--- config.mk ---
export PLATFORM = sky130hd
export DESIGN_NAME = serial_frame_rx
export DESIGN_NICKNAME = d
export VERILOG_FILES = /design/src/rtl/serial_frame_rx.sv
export SDC_FILE = /design/constraint.sdc
export NUM_CORES = 1
export LEC_CHECK = 0
export CAP_MARGIN = 20
export CORE_UTILIZATION = 54
export DETAILED_ROUTE_END_ITERATION = 10
export HOLD_SLACK_MARGIN = 0.08
export PLACE_DENSITY = 0.78
export SETUP_SLACK_MARGIN = 0.1
export SKIP_CTS_REPAIR_TIMING = 1
export SYNTH_ARGS = -nofsm -noshare
export SYNTH_HDL_FRONTEND = slang
export SYNTH_SLANG_ARGS = --single-unit
export TNS_END_PERCENT = 5
--- constraint.sdc ---
create_clock -name clkin -period 2.1 [get_ports clkin]
set_input_delay 0.21 -clock clkin [delete_from_list [all_inputs] [get_ports clkin]]
set_output_delay 0.21 -clock clkin [all_outputs]
set_load 0.01 [all_outputs]
--- src/rtl/serial_frame_rx.sv ---
// Receive side of the CPLD-to-DSP sample link: oversamples sclk/mosi/frame_n,
// reassembles LSB-first words and presents them with a channel tag on valid/ready.
module serial_frame_rx #(
  parameter int unsigned WORD_BITS       = 12,
  parameter int unsigned WORDS_PER_FRAME = 4,
  parameter int unsigned SYNC_STAGES     = 2
) (
  input  logic                 clkin,
  input  logic                 rst_bar,
  input  logic                 sclk_in,
  input  logic                 mosi_in,
  input  logic                 frame_n_in,
  output logic [WORD_BITS-1:0] rx_data,
  output logic [1:0]           rx_chan,
  output logic                 rx_valid,
  input  logic                 rx_ready,
  output logic                 frame_done,
  output logic                 err_short,
  output logic                 err_overrun,
  input  logic                 err_clr
);

  localparam int unsigned BIT_CNT_W  = (WORD_BITS > 1) ? $clog2(WORD_BITS) : 1;
  localparam int unsigned WORD_CNT_W = (WORDS_PER_FRAME > 1) ? $clog2(WORDS_PER_FRAME) : 1;
  localparam int unsigned LAST_BIT   = WORD_BITS - 1;
  localparam int unsigned LAST_WORD  = WORDS_PER_FRAME - 1;

  typedef enum logic [1:0] {
    IDLE     = 2'd0,
    SHIFT    = 2'd1,
    WAIT_END = 2'd2
  } state_t;

  logic [SYNC_STAGES-1:0] sclk_sync;
  logic [SYNC_STAGES-1:0] mosi_sync;
  logic [SYNC_STAGES-1:0] frame_n_sync;
  logic                   sclk_s;
  logic                   mosi_s;
  logic                   frame_n_s;
  logic                   sclk_prev_q;
  logic                   fall_q;
  logic                   mosi_q;

  state_t                 state_q, state_d;
  logic [BIT_CNT_W-1:0]   bit_cnt_q, bit_cnt_d;
  logic [WORD_CNT_W-1:0]  word_cnt_q, word_cnt_d;
  logic [WORD_BITS-2:0]   shift_q, shift_d;
  logic [WORD_BITS-1:0]   data_d;
  logic [1:0]             chan_d;
  logic                   valid_d;
  logic                   done_d;
  logic                   short_d;
  logic                   ovr_d;

  assign sclk_s    = sclk_sync[SYNC_STAGES-1];
  assign mosi_s    = mosi_sync[SYNC_STAGES-1];
  assign frame_n_s = frame_n_sync[SYNC_STAGES-1];

  // Input synchronizers plus a registered falling-edge strobe with its data bit
  always_ff @(posedge clkin or negedge rst_bar) begin
    if (!rst_bar) begin
      sclk_sync    <= '1;
      mosi_sync    <= '0;
      frame_n_sync <= '1;
      sclk_prev_q  <= 1'b1;
      fall_q       <= 1'b0;
      mosi_q       <= 1'b0;
    end else begin
      sclk_sync    <= {sclk_sync[SYNC_STAGES-2:0], sclk_in};
      mosi_sync    <= {mosi_sync[SYNC_STAGES-2:0], mosi_in};
      frame_n_sync <= {frame_n_sync[SYNC_STAGES-2:0], frame_n_in};
      sclk_prev_q  <= sclk_s;
      fall_q       <= sclk_prev_q & ~sclk_s;
      mosi_q       <= mosi_s;
    end
  end

  // State, counters and the registered output buffer
  always_ff @(posedge clkin or negedge rst_bar) begin
    if (!rst_bar) begin
      state_q     <= IDLE;
      bit_cnt_q   <= '0;
      word_cnt_q  <= '0;
      shift_q     <= '0;
      rx_data     <= '0;
      rx_chan     <= '0;
      rx_valid    <= 1'b0;
      frame_done  <= 1'b0;
      err_short   <= 1'b0;
      err_overrun <= 1'b0;
    end else begin
      state_q     <= state_d;
      bit_cnt_q   <= bit_cnt_d;
      word_cnt_q  <= word_cnt_d;
      shift_q     <= shift_d;
      rx_data     <= data_d;
      rx_chan     <= chan_d;
      rx_valid    <= valid_d;
      frame_done  <= done_d;
      err_short   <= short_d;
      err_overrun <= ovr_d;
    end
  end

  // Next-state and datapath update
  always_comb begin
    state_d    = state_q;
    bit_cnt_d  = bit_cnt_q;
    word_cnt_d = word_cnt_q;
    shift_d    = shift_q;
    data_d     = rx_data;
    chan_d     = rx_chan;
    valid_d    = rx_valid;
    done_d     = 1'b0;
    short_d    = err_short;
    ovr_d      = err_overrun;

    if (rx_valid && rx_ready) begin
      valid_d = 1'b0;
    end

    case (state_q)
      IDLE: begin
        if (!frame_n_s) begin
          state_d    = SHIFT;
          bit_cnt_d  = '0;
          word_cnt_d = '0;
        end
      end

      SHIFT: begin
        if (frame_n_s) begin
          // Frame ended early: a partial word is dropped and flagged
          if (bit_cnt_q != '0) begin
            short_d = 1'b1;
          end
          state_d    = IDLE;
          bit_cnt_d  = '0;
          word_cnt_d = '0;
        end else if (fall_q) begin
          if (bit_cnt_q == BIT_CNT_W'(LAST_BIT)) begin
            data_d  = {mosi_q, shift_q};
            chan_d  = 2'(word_cnt_q);
            valid_d = 1'b1;
            if (rx_valid && !rx_ready) begin
              ovr_d = 1'b1;
            end
            bit_cnt_d = '0;
            if (word_cnt_q == WORD_CNT_W'(LAST_WORD)) begin
              done_d     = 1'b1;
              word_cnt_d = '0;
              state_d    = WAIT_END;
            end else begin
              word_cnt_d = word_cnt_q + WORD_CNT_W'(1);
            end
          end else begin
            shift_d[bit_cnt_q] = mosi_q;
            bit_cnt_d          = bit_cnt_q + BIT_CNT_W'(1);
          end
        end
      end

      WAIT_END: begin
        if (frame_n_s) begin
          state_d = IDLE;
        end
      end

      default: state_d = IDLE;
    endcase

    // Clear wins over any error raised in the same cycle
    if (err_clr) begin
      short_d = 1'b0;
      ovr_d   = 1'b0;
    end
  end

endmodule

==> run summary <==
The critical path starts at bit_cnt_q[0]. The setup clock skew after layout is 0.0145 ns. Counting the buffers created by CTS gives 5. The largest delay contributor family on the critical path is simple AND/OR/NAND/NOR gates. The max-slew violation count is 0.

The antenna diode instance count is 0. The leakage power figure came out at 1.08 nW. In the synthesized netlist the dominant register cell turns out to be sky130_fd_sc_hd__dfrtp_1. The average routed wire per standard cell came out at 14.8 microns.

The largest net degree at the start of global routing came out at 19. CTS placed an instance of sky130_fd_sc_hd__clkbuf_4 at the clock tree root. The areal power density over the cells is 634 nW/um^2. Overall power consumption after layout is estimated at 1.43 mW.

The filler cells instantiated in the layout total 269. The final weighted congestion in routability-driven placement is 0.821. Headroom to the max-slew limit came out at 0.765. The overall routed net length is 3160 microns. Setup repair after global routing left no endpoint under its margin. In this run the critical register-to-register path is launched from bit_cnt_q[0]. The signal on the critical path passes through ha_1 -> and3b_1 -> and2_4 -> mux2_2. The post-synthesis instance total is 135. The worst register-to-register path ends at rx_data[4]. The final-layout worst hold slack came out at 0.259 ns. The area of the mapped netlist is 1910 sq um. Synthesis produced a netlist with a net count of 147.

The wire length of the first global-routing pass is 5230 microns. The initial utilization of the core area, before any placement, comes to 0.568. The clock input transition at the sequential cells of the worst setup and hold paths is 0.13 ns. The clock tree from TritonCTS is yes. In this run, synthesis inferred 0 flip-flops with an integrated enable. The element type at the critical path end is a flip-flop. The path class of the tightest hold or removal check is input port to flip-flop. The clock sink count came out at 46. The via count is 1153.

The total of endpoints with negative setup slack in the final report is 0. The flow ran to the end, and the final reports show no timing, DRC or antenna violations. The post-synthesis async set-or-reset flop share is 1.00.

The number of iterations in the first detailed-routing pass came out at 4. The largest single stage delay on the critical path is 0.46 ns. Static timing analysis puts the maximum clock frequency at 550 MHz. Of the synthesized area, sequential elements account for 0.606. The flop-to-flop setup slack came out at 0.28 ns. The die is 61.5 microns wide. The maximum clock insertion buffer count came out at 2. The slew at the pin closest to its max-slew limit came out at 0.352 ns.

The boundary pin count came out at 25. From bottom edge to top edge, the die measures 61.5 microns. Summed over all layers, the global routing overflow is 0. Counting distinct cell types in the post-synthesis netlist gives 34. The number of cells traversed by the worst register-to-register path came out at 4. The fraction of layout cells with a size suffix above 1 came out at 0.240. The relative area change from synthesis to final layout came out at 18.4%. The worst vdd rail ir drop came out at 424 uV. The ratio of final minimum period to clock period is 0.865.

The type of element launching the critical path is a flip-flop. The max-cap check violation count came out at 0. The number of global-route vias before repair came out at 1172. In the routed design, unresolved DRC markers number 0.

sky130_fd_sc_hd__dfrtp_1 takes more of the synthesized area than any other cell. The setup TNS after final layout is 0 ns. The maximum level of the CTS H-tree came out at 2. The placement-stage cell area came out at 2190 sq um.

The type of the setup path with the least slack is flip-flop to flip-flop. The full die area came out at 3780 sq um. At the later pin of the worst-skew pair, clock insertion delay measures 0.35 ns. The critical path buffer and inverter count is 0. The number of antenna-violating nets in the routed design is 0. Of all nets on the critical path, the largest fanout is 18. The final standard cell area without fillers is 2260 sq um.

The all-layer global routing usage came out at 0.202. The number of warnings issued by yosys came out at 0. The number of I/O port buffers came out at 24.

The cell with the biggest individual delay on the critical path is sky130_fd_sc_hd__dfrtp_1. The mean cell area of the mapped netlist came out at 14.2 sq um. The via-per-instance ratio is 5.41.

The HPWL reported at the end of detailed placement is 2310 microns. By area the synthesized netlist is led by sky130_fd_sc_hd__dfrtp_1, sky130_fd_sc_hd__dfstp_2, sky130_fd_sc_hd__mux2_2. The critical path depth in cells is 4.

The number of antenna violations at the first check in global routing came out at 0. The synthesized flop and latch total came out at 46. For the worst setup path, the data required time is 2.34 ns.

The most critical setup path has its endpoint at rx_data[4]. The worst path needs 1.82 ns of the cycle, external delays included. The critical path data arrival time came out at 2.06 ns. The share of synthesized area in the top cell type comes to 0.537. At the end of the flow, the number of nets in the layout was 178. The number of standard-cell rows in the floorplan came out at 21. The number of hold violations in the final report is 0. For this block, the initial DRC count from the detailed router was 32. The core region is 3360 sq um.
layer usage:
| layer | share of wire | wire length (microns) | track usage |
|---|---|---|---|
| met4 | 0.016 | 51 | 0.0762 |
| met1 | 0.44 | 1390 | 0.242 |
| met2 | 0.51 | 1610 | 0.346 |
| met5 | 0 | 0 | 0 |
| met3 | 0.034 | 107 | 0.0567 |
placed cells by master (no fill, tap or decap), types with 2 or more instances in the layout:
cell type	count
sky130_fd_sc_hd__clkbuf_4	5
sky130_fd_sc_hd__mux2_4	6
sky130_fd_sc_hd__o21ai_0	3
sky130_fd_sc_hd__clkdlybuf4s50_1	23
sky130_fd_sc_hd__mux2_1	8
sky130_fd_sc_hd__nor2b_1	4
sky130_fd_sc_hd__ha_1	5
sky130_fd_sc_hd__mux2_2	11
sky130_fd_sc_hd__nand2_1	13
sky130_fd_sc_hd__inv_1	3
sky130_fd_sc_hd__and3_1	2
sky130_fd_sc_hd__nor2_1	8
sky130_fd_sc_hd__dfstp_2	5
sky130_fd_sc_hd__nor3b_2	2
sky130_fd_sc_hd__a31oi_1	2
sky130_fd_sc_hd__dfrtp_1	41
sky130_fd_sc_hd__buf_4	2
sky130_fd_sc_hd__a21oi_1	2
cell type report:
| cell class | instances | area (sq um) | area share |
|---|---|---|---|
| Sequential cell | 46 | 1160 | 0.512 |
| Multi-Input combinational cell | 83 | 716 | 0.316 |
| Timing Repair Buffer | 27 | 260 | 0.115 |
| Tap cell | 46 | 57.6 | 0.0254 |
| Clock buffer | 7 | 55.1 | 0.0243 |
| Inverter | 3 | 11.3 | 0.00498 |
| Clock inverter | 1 | 5.00 | 0.00221 |
state kept, by name, summed over array words and instances, names as in the netlist:
name and cells:
bit_cnt_q 4, shift_q 11, word_cnt_q 2, state_q 2, sclk_prev_q 1, frame_n_sync 2, rx_data 12, err_short 1
fall_q 1, mosi_q 1, sclk_sync 2, frame_done 1, err_overrun 1, rx_valid 1, rx_chan 2, mosi_sync 2
metrics by stage:
step | util | instances | setup slack, ns
2_1_floorplan | - | 135 | 0.388
3_3_place_gp | 0.652 | 204 | 0.357
3_5_place_dp | 0.652 | 204 | 0.301
4_1_cts | 0.670 | 212 | 0.275
5_1_grt | 0.673 | 213 | 0.176
6_report | 0.673 | 213 | 0.283
cells in the mapped netlist, types with 2 or more instances:
master / count
sky130_fd_sc_hd__mux2_4: 6
sky130_fd_sc_hd__dfrtp_1: 41
sky130_fd_sc_hd__inv_1: 3
sky130_fd_sc_hd__buf_6: 2
sky130_fd_sc_hd__dfstp_2: 5
sky130_fd_sc_hd__mux2_2: 11
sky130_fd_sc_hd__and3_1: 2
sky130_fd_sc_hd__mux2_1: 8
sky130_fd_sc_hd__a21oi_1: 2
sky130_fd_sc_hd__nor2_1: 8
sky130_fd_sc_hd__nand2_1: 13
sky130_fd_sc_hd__nor2b_1: 4
sky130_fd_sc_hd__o21ai_0: 3
sky130_fd_sc_hd__nor3b_2: 2
sky130_fd_sc_hd__ha_1: 5
sky130_fd_sc_hd__a31oi_1: 2
worst reg2reg max path, stage by stage, from the launching register on:
cell                      delay [ns]
sky130_fd_sc_hd__dfrtp_1        0.46
sky130_fd_sc_hd__ha_1           0.28
sky130_fd_sc_hd__and3b_1        0.25
sky130_fd_sc_hd__and2_4         0.33
sky130_fd_sc_hd__mux2_2         0.38
cells by family after synthesis:
logic type | share of synthesized area
multiplexers | 0.159
AO/OA/AOI/OAI | 0.0445
flip-flops | 0.606
AND/OR/NAND/NOR | 0.138
adder cells (fa/ha/maj) | 0.0327
buffers and inverters | 0.0196
where the power goes:
| part | switching, mW | internal [mW] | leakage [nW] |
|---|---|---|---|
| Combinational | 0.0409 | 0.0380 | 0.434 |
| Sequential | 0.0206 | 0.913 | 0.611 |
| Clock | 0.259 | 0.163 | 0.0353 |
worst min path at each step:
stage / startpoint / endpoint / cells after the start
floorplan: rst_bar / bit_cnt_q[0] / 0
global placement: rst_bar / shift_q[0] / 1
detailed placement: rst_bar / rx_data[2] / 1
CTS: rst_bar / bit_cnt_q[0] / 1
global route: sclk_in / sclk_sync[0] / 1
finish: sclk_in / sclk_sync[0] / 1
(Power assumes the default switching activity.)
==> patch (config.mk and constraints unchanged) <==
Reset style: synchronous (`rst_bar`), changed in 2 clocked blocks.
--- a/src/rtl/serial_frame_rx.sv
+++ b/src/rtl/serial_frame_rx.sv
@@ -57,7 +57,7 @@
   assign frame_n_s = frame_n_sync[SYNC_STAGES-1];
 
   // Input synchronizers plus a registered falling-edge strobe with its data bit
-  always_ff @(posedge clkin or negedge rst_bar) begin
+  always_ff @(posedge clkin) begin
     if (!rst_bar) begin
       sclk_sync    <= '1;
       mosi_sync    <= '0;
@@ -76,7 +76,7 @@
   end
 
   // State, counters and the registered output buffer
-  always_ff @(posedge clkin or negedge rst_bar) begin
+  always_ff @(posedge clkin) begin
     if (!rst_bar) begin
       state_q     <= IDLE;
       bit_cnt_q   <= '0;
Formal check against the unedited RTL: differs if rst_bar is asserted again (counterexample within 10 cycles, from zero or initial values and one cycle with rst_bar low); with rst_bar held inactive, the same outputs for 10 cycles.
==> patch against the unedited design <==
Total power is 8.5% lower. Wire length is 15% higher. Sequential cell count stayed put. Sequential share of layout area is 7.4 points lower. Final area is 7.0% lower. Area after synthesis is 6.1% lower. Fmax is 1.5% higher. Critical path depth stayed put. Setup slack better by 27 ps. Critical path type unchanged. Critical endpoint is now bit_cnt_q[3].
==> patch: results (changes against the unedited design) <==
* Share of layout cells above drive strength 1 at 4.46% (-19 points)
* Status: finished, final reports clean
* Hold Path End: sclk_sync[0]
* Peak supply drop at 427 uV (+0.61%)
* Relative slew slack at 68.0% (-8.5 points)
* DP Area at 2060 um2 (-6.1%)
* FF-to-FF setup slack at 310 ps (+30 ps)
* Pin count of the biggest net entering global routing at 45 (+26)
* Post-detailed-route wirelength per cell at 13.6 um (-8.5%)
* Clock Skew at 7.80 ps (-6.74 ps)
* Final #Nets at 236 (+33%)
* Sequential share of the synthesized area at 51.3% (-9.3 points)
* Area Overhead vs Synth at 17.2%
* Via density at 5.48 (+1.3%)
* Initial DRC Count at 91 (+180%)
* Distinct cells, synth at 27 (-21%)
* R2R Path Start: frame_n_sync[1]
* WHS at 417 ps (+158 ps)
* RD Place Congestion at 0.834 (+1.6%)
* Total GRT Usage at 22.5% (+2.4 points)
* Synth Area in Compound Gates at 7.60% (+3.1 points)
* Most frequent cells after synthesis: dfxtp_1 (46), nand2_1 (27), nand3_1 (21), nor2_1 (19), o21ai_0 (17)
* Syn_nets at 215 (+46%)
* DP Wirelength at 2570 um (+12%)
* Hold Crit Depth at 2 (+1)
* R2R Path End: bit_cnt_q[3]
* Fillers at 290 (+7.8%)
* Synth Area in Adders at 3.49% (+0.21 points)
* Mux contribution to synthesized area at 6.14% (-9.8 points)
-- patch: worst max path at each step --
stage | slack [ps] | end | cells past startpoint | from
2_1_floorplan | 460 | bit_cnt_q[3] | 6 | frame_n_sync[1]
3_3_place_gp | 470 | bit_cnt_q[3] | 4 | state_q[0]
3_5_place_dp | 380 | bit_cnt_q[3] | 4 | state_q[0]
4_1_cts | 360 | bit_cnt_q[3] | 4 | state_q[0]
5_1_grt | 220 | bit_cnt_q[3] | 4 | frame_n_sync[1]
6_report | 310 | bit_cnt_q[3] | 4 | frame_n_sync[1]
-- patch: metrics by stage --
stage | instances | util (%)
2_1_floorplan | 203 | -
3_3_place_gp | 261 | 66.3
3_5_place_dp | 261 | 66.3
4_1_cts | 268 | 67.8
5_1_grt | 268 | 67.8
6_report | 268 | 67.8
-- patch: layout make-up --
cell class,instances,share of cell area (%)
repair buffers,26,12.1
well taps,44,2.62
multi-input cells,140,38.4
inverters,5,0.892
flip-flops and latches,46,43.8
clock buffers,7,2.14
-- patch: critical path: stages (launching register included) --
cell and delay [ps]:
dfxtp_1 490, nor3b_1 110, or3_1 460, or4_1 500, a21oi_1 170
-- patch: where the power goes --
group          internal, uW  leakage (uW)  switching [uW]
Combinational          18.1      0.000403            23.8
Sequential              880      0.000372            5.53
Clock                   127     0.0000254             258
Total                  1020      0.000800             287
-- patch: cell families after synthesis --
| logic type | after synthesis |
|---|---|
| simple gates | 98 |
| mux | 11 |
| flops | 46 |
| buf+inv | 17 |
| compound gates | 26 |
| fa+ha+maj | 5 |
-- patch: metal layers --
metal  up-vias  wire length (um)  GRT usage, %
li1        729                 -             -
met1       694              1680          29.4
met2        42              1730          36.5
met3         4               198          6.33
met4         0                20          5.98
met5         -                 0             0
